## config.mk

```make
export PLATFORM = sky130hd
export DESIGN_NAME = axis_stim_gen
export DESIGN_NICKNAME = d
export VERILOG_FILES = /design/src/rtl/axis_stim_gen.sv
export SDC_FILE = /design/constraint.sdc
export NUM_CORES = 1
export LEC_CHECK = 0
export CAP_MARGIN = 20
export CORE_MARGIN = 4
export CORE_UTILIZATION = 55
export DETAILED_ROUTE_END_ITERATION = 10
export PLACE_DENSITY = 0.8
export SLEW_MARGIN = 30
export SYNTH_ARGS = -nofsm -noshare
export SYNTH_HDL_FRONTEND = slang
export SYNTH_SLANG_ARGS = --single-unit
```

## constraint.sdc

```tcl
create_clock -name iSYS_CLK -period 7.6 [get_ports iSYS_CLK]
set_input_delay 1.14 -clock iSYS_CLK [delete_from_list [all_inputs] [get_ports iSYS_CLK]]
set_output_delay 1.14 -clock iSYS_CLK [all_outputs]
set_load 0.01 [all_outputs]
```

## src/rtl/axis_stim_gen.sv

```systemverilog
// AXI-Stream burst generator with a return-stream sink that counts beats,
// checks the TLAST position and flags an idle timeout.
module axis_stim_gen #(
    parameter int PRM_DAXI    = 64,
    parameter int PRM_COEF    = 32,
    parameter int PRM_BEATS_W = 12,
    parameter int PRM_TOUT_W  = 16
) (
    input  logic                     iSYS_CLK,
    input  logic                     iSYS_RST,
    input  logic                     iSTART,
    input  logic [1:0]               iMODE,
    input  logic [PRM_COEF-1:0]      iSEED,
    input  logic [PRM_BEATS_W-1:0]   iTX_BEATS,
    input  logic [PRM_BEATS_W-1:0]   iRX_BEATS,
    output logic                     oM_AXIS_TVALID,
    input  logic                     iM_AXIS_TREADY,
    output logic [PRM_DAXI-1:0]      oM_AXIS_TDATA,
    output logic [PRM_DAXI/8-1:0]    oM_AXIS_TKEEP,
    output logic                     oM_AXIS_TLAST,
    input  logic                     iS_AXIS_TVALID,
    output logic                     oS_AXIS_TREADY,
    input  logic [PRM_DAXI-1:0]      iS_AXIS_TDATA,
    input  logic                     iS_AXIS_TLAST,
    output logic                     oBUSY,
    output logic                     oDONE,
    output logic [PRM_BEATS_W-1:0]   oRX_CNT,
    output logic                     oERR,
    output logic                     oTIMEOUT,
    output logic [1:0]               oDBG_STATE
);

    localparam int LANES = PRM_DAXI / PRM_COEF;
    localparam logic [PRM_TOUT_W-1:0] TOUT_LAST = {{(PRM_TOUT_W-1){1'b1}}, 1'b0};

    // Both streams: a beat transfers on a rising edge where VALID and READY
    // are both high; a raised VALID holds with its payload until it transfers.
    typedef enum logic [1:0] {
        ST_IDLE = 2'd0,
        ST_SEND = 2'd1,
        ST_WAIT = 2'd2,
        ST_DONE = 2'd3
    } state_t;

    state_t state, state_nx;

    logic [1:0]             mode_q;
    logic [PRM_COEF-1:0]    seed_q;
    logic [PRM_BEATS_W-1:0] tx_beats_q;
    logic [PRM_BEATS_W-1:0] rx_beats_q;
    logic [PRM_BEATS_W-1:0] beat_q;
    logic [PRM_COEF-1:0]    base_q;
    logic                   m_tvalid_q;
    logic [PRM_DAXI-1:0]    m_tdata_q;
    logic                   m_tlast_q;
    logic [PRM_BEATS_W-1:0] rx_cnt_q;
    logic [PRM_BEATS_W-1:0] rx_cnt_nx;
    logic                   err_q;
    logic                   tout_flag_q;
    logic                   tlast_seen_q;
    logic [PRM_TOUT_W-1:0]  tout_cnt_q;

    logic start_go;
    logic m_acc;
    logic s_ready;
    logic rx_acc;
    logic ret_end;
    logic tout_hit;
    logic fin_tout;
    logic unused_rx_data;

    // Lane k of a beat whose first coefficient index is base carries V(base+k).
    function automatic logic [PRM_DAXI-1:0] pack_beat(
        input logic [1:0]          mode,
        input logic [PRM_COEF-1:0] seed,
        input logic [PRM_COEF-1:0] base
    );
        logic [PRM_DAXI-1:0] beat;
        logic [PRM_COEF-1:0] idx;
        logic [PRM_COEF-1:0] v;
        beat = '0;
        for (int k = 0; k < LANES; k++) begin
            idx = base + PRM_COEF'(k);
            case (mode)
                2'd0:    v = seed + idx;
                2'd1:    v = seed - idx;
                2'd2:    v = seed;
                default: v = idx[0] ? (PRM_COEF'(0) - seed) : seed;
            endcase
            beat[k*PRM_COEF +: PRM_COEF] = v;
        end
        return beat;
    endfunction

    assign start_go  = (state == ST_IDLE) && iSTART;
    assign m_acc     = m_tvalid_q && iM_AXIS_TREADY;
    assign s_ready   = (state == ST_SEND) || (state == ST_WAIT);
    assign rx_acc    = iS_AXIS_TVALID && s_ready;
    assign rx_cnt_nx = !rx_acc ? rx_cnt_q :
                       (rx_cnt_q == '1) ? rx_cnt_q : rx_cnt_q + PRM_BEATS_W'(1);
    assign ret_end   = tlast_seen_q || (rx_acc && iS_AXIS_TLAST);
    // The idle count expires on the cycle it would step onto all ones.
    assign tout_hit  = !rx_acc && (tout_cnt_q == TOUT_LAST);

    always_ff @(posedge iSYS_CLK or negedge iSYS_RST) begin
        if (!iSYS_RST) begin
            state <= ST_IDLE;
        end else begin
            state <= state_nx;
        end
    end

    always_comb begin
        state_nx = state;
        fin_tout = 1'b0;
        case (state)
            ST_IDLE: begin
                if (iSTART) begin
                    state_nx = (iTX_BEATS == '0) ? ST_WAIT : ST_SEND;
                end
            end
            ST_SEND: begin
                if (m_acc && m_tlast_q) begin
                    state_nx = ST_WAIT;
                end
            end
            ST_WAIT: begin
                if (ret_end) begin
                    state_nx = ST_DONE;
                end else if (tout_hit) begin
                    state_nx = ST_DONE;
                    fin_tout = 1'b1;
                end
            end
            ST_DONE: begin
                state_nx = ST_IDLE;
            end
            default: begin
                state_nx = ST_IDLE;
            end
        endcase
    end

    // Transmit side: the output register always holds the beat on offer.
    always_ff @(posedge iSYS_CLK or negedge iSYS_RST) begin
        if (!iSYS_RST) begin
            mode_q     <= '0;
            seed_q     <= '0;
            tx_beats_q <= '0;
            rx_beats_q <= '0;
            beat_q     <= '0;
            base_q     <= '0;
            m_tvalid_q <= 1'b0;
            m_tdata_q  <= '0;
            m_tlast_q  <= 1'b0;
        end else if (start_go) begin
            mode_q     <= iMODE;
            seed_q     <= iSEED;
            tx_beats_q <= iTX_BEATS;
            rx_beats_q <= iRX_BEATS;
            beat_q     <= PRM_BEATS_W'(1);
            base_q     <= PRM_COEF'(LANES);
            if (iTX_BEATS != '0) begin
                m_tvalid_q <= 1'b1;
                m_tdata_q  <= pack_beat(iMODE, iSEED, '0);
                m_tlast_q  <= (iTX_BEATS == PRM_BEATS_W'(1));
            end
        end else if ((state == ST_SEND) && m_acc) begin
            if (m_tlast_q) begin
                m_tvalid_q <= 1'b0;
                m_tlast_q  <= 1'b0;
            end else begin
                m_tdata_q <= pack_beat(mode_q, seed_q, base_q);
                m_tlast_q <= (beat_q == tx_beats_q - PRM_BEATS_W'(1));
                beat_q    <= beat_q + PRM_BEATS_W'(1);
                base_q    <= base_q + PRM_COEF'(LANES);
            end
        end
    end

    // Return side: beat count, early TLAST capture, idle timer and verdict.
    always_ff @(posedge iSYS_CLK or negedge iSYS_RST) begin
        if (!iSYS_RST) begin
            rx_cnt_q     <= '0;
            err_q        <= 1'b0;
            tout_flag_q  <= 1'b0;
            tlast_seen_q <= 1'b0;
            tout_cnt_q   <= '0;
        end else begin
            if (start_go) begin
                rx_cnt_q     <= '0;
                err_q        <= 1'b0;
                tout_flag_q  <= 1'b0;
                tlast_seen_q <= 1'b0;
            end else begin
                rx_cnt_q <= rx_cnt_nx;
                if ((state == ST_SEND) && rx_acc && iS_AXIS_TLAST) begin
                    tlast_seen_q <= 1'b1;
                end
            end

            if ((state != ST_WAIT) && (state_nx == ST_WAIT)) begin
                tout_cnt_q <= '0;
            end else if (state == ST_WAIT) begin
                tout_cnt_q <= rx_acc ? '0 : tout_cnt_q + PRM_TOUT_W'(1);
            end

            if ((state == ST_WAIT) && (state_nx == ST_DONE)) begin
                err_q       <= fin_tout || (rx_cnt_nx != rx_beats_q);
                tout_flag_q <= fin_tout;
            end
        end
    end

    assign unused_rx_data = ^iS_AXIS_TDATA;

    assign oM_AXIS_TVALID = m_tvalid_q;
    assign oM_AXIS_TDATA  = m_tdata_q;
    assign oM_AXIS_TKEEP  = '1;
    assign oM_AXIS_TLAST  = m_tlast_q;
    assign oS_AXIS_TREADY = s_ready;
    assign oBUSY          = (state != ST_IDLE);
    assign oDONE          = (state == ST_DONE);
    assign oRX_CNT        = rx_cnt_q;
    assign oERR           = err_q;
    assign oTIMEOUT       = tout_flag_q;
    assign oDBG_STATE     = state;

endmodule

```

==> results.toml <==
[outcome]
status = "complete, no violations"

[floorplanning]
rows = 64
die_width_um = 185
fp.coreArea_mm2 = 0.0308
die-area_mm2 = 0.0344
die_h_um = 185
start_util = 0.562
ioPinCount = 221

[power]
p_int_mw = 4.16
p_switching_mw = 4.07
switching_share = 0.494
leakagePower_nw = 8.52
ir_worst_vdd_mv = 0.291
power.density_mw_per_mm2 = 421
finalPower_mw = 8.23
seqPwrFrac = 0.229
p_clk_frac = 0.109
comb_power_share = 0.662

[logic_synthesis]
synth_area_leaders = "dfrtp_1 29%, nand2_1 8.1%, xnor2_1 7.8%, ha_1 7.6%, o21ai_0 5.5%"
synth-seq-cells = 200
synthDominantCellAreaShare = 0.289
syn_avg_cell_area_um2 = 7.81
synth_edf_count = 0
yosys-top-cells-count = "373 x nand2_1, 200 x dfrtp_1, 189 x o21ai_0, 170 x nor2_1, 154 x xnor2_1"
ys.warnings.count = 0
synthCells = 2218
synth_flop_cell = "dfrtp_1"
yosysSeqAreaShare = 0.289
yosysUniqueCellTypes = 77
synth_top_area_cell = "dfrtp_1"
synth_area_mm2 = 0.0173
synth_most_common_cell = "nand2_1"
async_flop_share = 1.00

[placement]
placed_cells = 2657
place.gp.congestion = 1.02
dpl_cell_area_mm2 = 0.0190
numPortBuffers = 148
place_ws_ps = 2260
dp.final_hpwl_um = 38300

[grt]
antenna_found_initial = 0
grt_remaining_overflow = 0
grt_pass1_wl_um = 82300
first_global_vias = 16030
grt_start_max_net_pins = 124
grtUsageTotal = 0.294

[critical_path]
crit_type = "flip-flop to flip-flop"
r2r_slack_ps = 2100
reg2reg_from = "base_q[4]$_DFFE_PN0P_"
end_kind = "flip-flop"
required_ps = 7900
r2r_end = "oM_AXIS_TDATA[31]$_DFFE_PN0P_"
cp.arrival_ps = 5800
start_kind = "flip-flop"
critPathMaxFanout = 9
rr_worst_depth = 18

[cells_and_area]
postLayoutCellArea_mm2 = 0.0195
fin_nets = 2517
stdcell_count = 2689
final_layout_size_suffix_gt1_frac = 0.0379
area_delta_synth_final_pct = 12.9
n_fill_cell = 2639
diodes = 0

[clocking]
cts_hold_buffers = 0
cts_root_buf = "clkbuf_16"
clk_pin_slew_ps = 70
ctsHtreeMaxLevel = 4
post_cts_buffers = 0
cts_buffer_depth = 2
clkLatencyLatePin_ps = 450
cts_buffers = 17
ctsResizeCount = 0
clock_sinks = 200
cts_tree = "done"

[sta]
finalClockSkew_ps = 10.6
fin_ws_ps = 2100
setup_tns_ps = 0
slew_violations = 0
tightest_slew_ps = 997
period_needed_ps = 5500
fin_crit_sh = 0.724
setup_violations = 0
finalHoldViolations = 0
relSlewSlack = 0.330
rsz0062_at_grt = "false"
fmax_ghz = 0.182

[detailed_routing]
vias = 16987
drt_iter0_drc = 1562
dr.pass1.iters = 5
routed_wirelength_um = 51300
vias_per_cell = 6.32
drc = 0
wl_per_cell_um = 19.1
ant_nets = 0

[flow_run]
drv_cap = 0

[hold_path]
min_to = "oM_AXIS_TDATA[16]$_DFFE_PN0P_"
min_path_cells = 2
min_path_type = "flip-flop to flip-flop"
hold_path.startpoint = "oM_AXIS_TDATA[16]$_DFFE_PN0P_"
## power by group through the flow
stage               Clock [mW]  Combinational, mW  Sequential [mW]
floorplan                    0               3.78             1.81
global placement             0               5.22             1.88
detailed placement           0               5.36             1.89
CTS                      0.907               5.40             1.87
global route             0.952               5.97             1.93
finish                   0.899               5.45             1.88
## per-layer routing
metal	track usage	wire length, um	vias to the layer above
met5	0	0	-
met4	0.116	1770	0
met3	0.0416	2990	113
met2	0.488	24900	648
met1	0.391	21600	8196
li1	-	-	8030
## how the worst max path moves through the flow
stage	startpoint	endpoint	slack, ps	cells past startpoint
floorplan	iMODE[1]	oM_AXIS_TDATA[61]$_DFFE_PN0P_	2430	14
global placement	base_q[4]$_DFFE_PN0P_	oM_AXIS_TDATA[31]$_DFFE_PN0P_	2310	18
detailed placement	base_q[4]$_DFFE_PN0P_	oM_AXIS_TDATA[31]$_DFFE_PN0P_	2260	18
CTS	base_q[4]$_DFFE_PN0P_	oM_AXIS_TDATA[31]$_DFFE_PN0P_	2210	18
global route	base_q[8]$_DFFE_PN0P_	oM_AXIS_TDATA[31]$_DFFE_PN0P_	1630	16
finish	base_q[4]$_DFFE_PN0P_	oM_AXIS_TDATA[31]$_DFFE_PN0P_	2100	18
## worst max-delay path, stage by stage (launching register included)
cell       delay, ps
dfrtp_1          490
or3_1            470
nor3_2           190
and3_1           250
nand2_1          140
nor2_1           270
nand3_1          180
o21ai_0          310
xor2_1           190
ha_1             340
a21o_1           250
o21bai_1         220
a211o_1          270
a2111oi_2        540
o2111ai_1        230
and3_1           180
or3_1            380
xor2_1           280
o221ai_1         160
## area by class of cell
type	count	area, um^2	area share
Inverter	40	150	0.00768
Timing Repair Buffer	167	1650	0.0845
Clock inverter	10	95.1	0.00486
Sequential cell	200	5010	0.256
Tap cell	396	495	0.0253
Multi-Input combinational cell	1855	11700	0.598
Clock buffer	21	460	0.0236
## registers in the layout (all words and copies together), names as in the netlist
name            count
base_q             31
beat_q             12
mode_q              2
oDBG_STATE          2
oERR                1
oM_AXIS_TDATA      64
oM_AXIS_TLAST       1
oM_AXIS_TVALID      1
oRX_CNT            12
oTIMEOUT            1
rx_beats_q         12
seed_q             32
tlast_seen_q        1
tout_cnt_q         16
tx_beats_q         12
## metrics by stage
step                 util  hold slack (ps)
floorplan               -              445
global placement    0.615              467
detailed placement  0.615              473
CTS                 0.633              491
global route        0.634              517
finish              0.634              488
## cells by family after synthesis
| group | synth area share |
|---|---|
| compound gates | 0.225 |
| xor+xnor | 0.133 |
| fa+ha+maj | 0.0793 |
| buf+inv | 0.0394 |
| flops | 0.289 |
| mux | 0.0111 |
| other cells | 0.000434 |
| simple gates | 0.223 |
## layout by cell type, fill, tap and decap left out, drive strengths merged, types with 21 or more instances in the layout
| cell type | n |
|---|---|
| clkdlybuf4s50 | 147 |
| xnor2 | 154 |
| nand3 | 55 |
| clkbuf | 21 |
| a211oi | 21 |
| dfrtp | 200 |
| a21oi | 142 |
| and3 | 29 |
| o31ai | 36 |
| inv | 42 |
| nand4 | 32 |
| nand2 | 373 |
| or3 | 33 |
| nor3 | 53 |
| a31oi | 31 |
| ha | 105 |
| o21ai | 198 |
| xor2 | 108 |
| nor2 | 170 |
| a21o | 49 |
| o211ai | 32 |
Power figures use the tool's default switching activity.
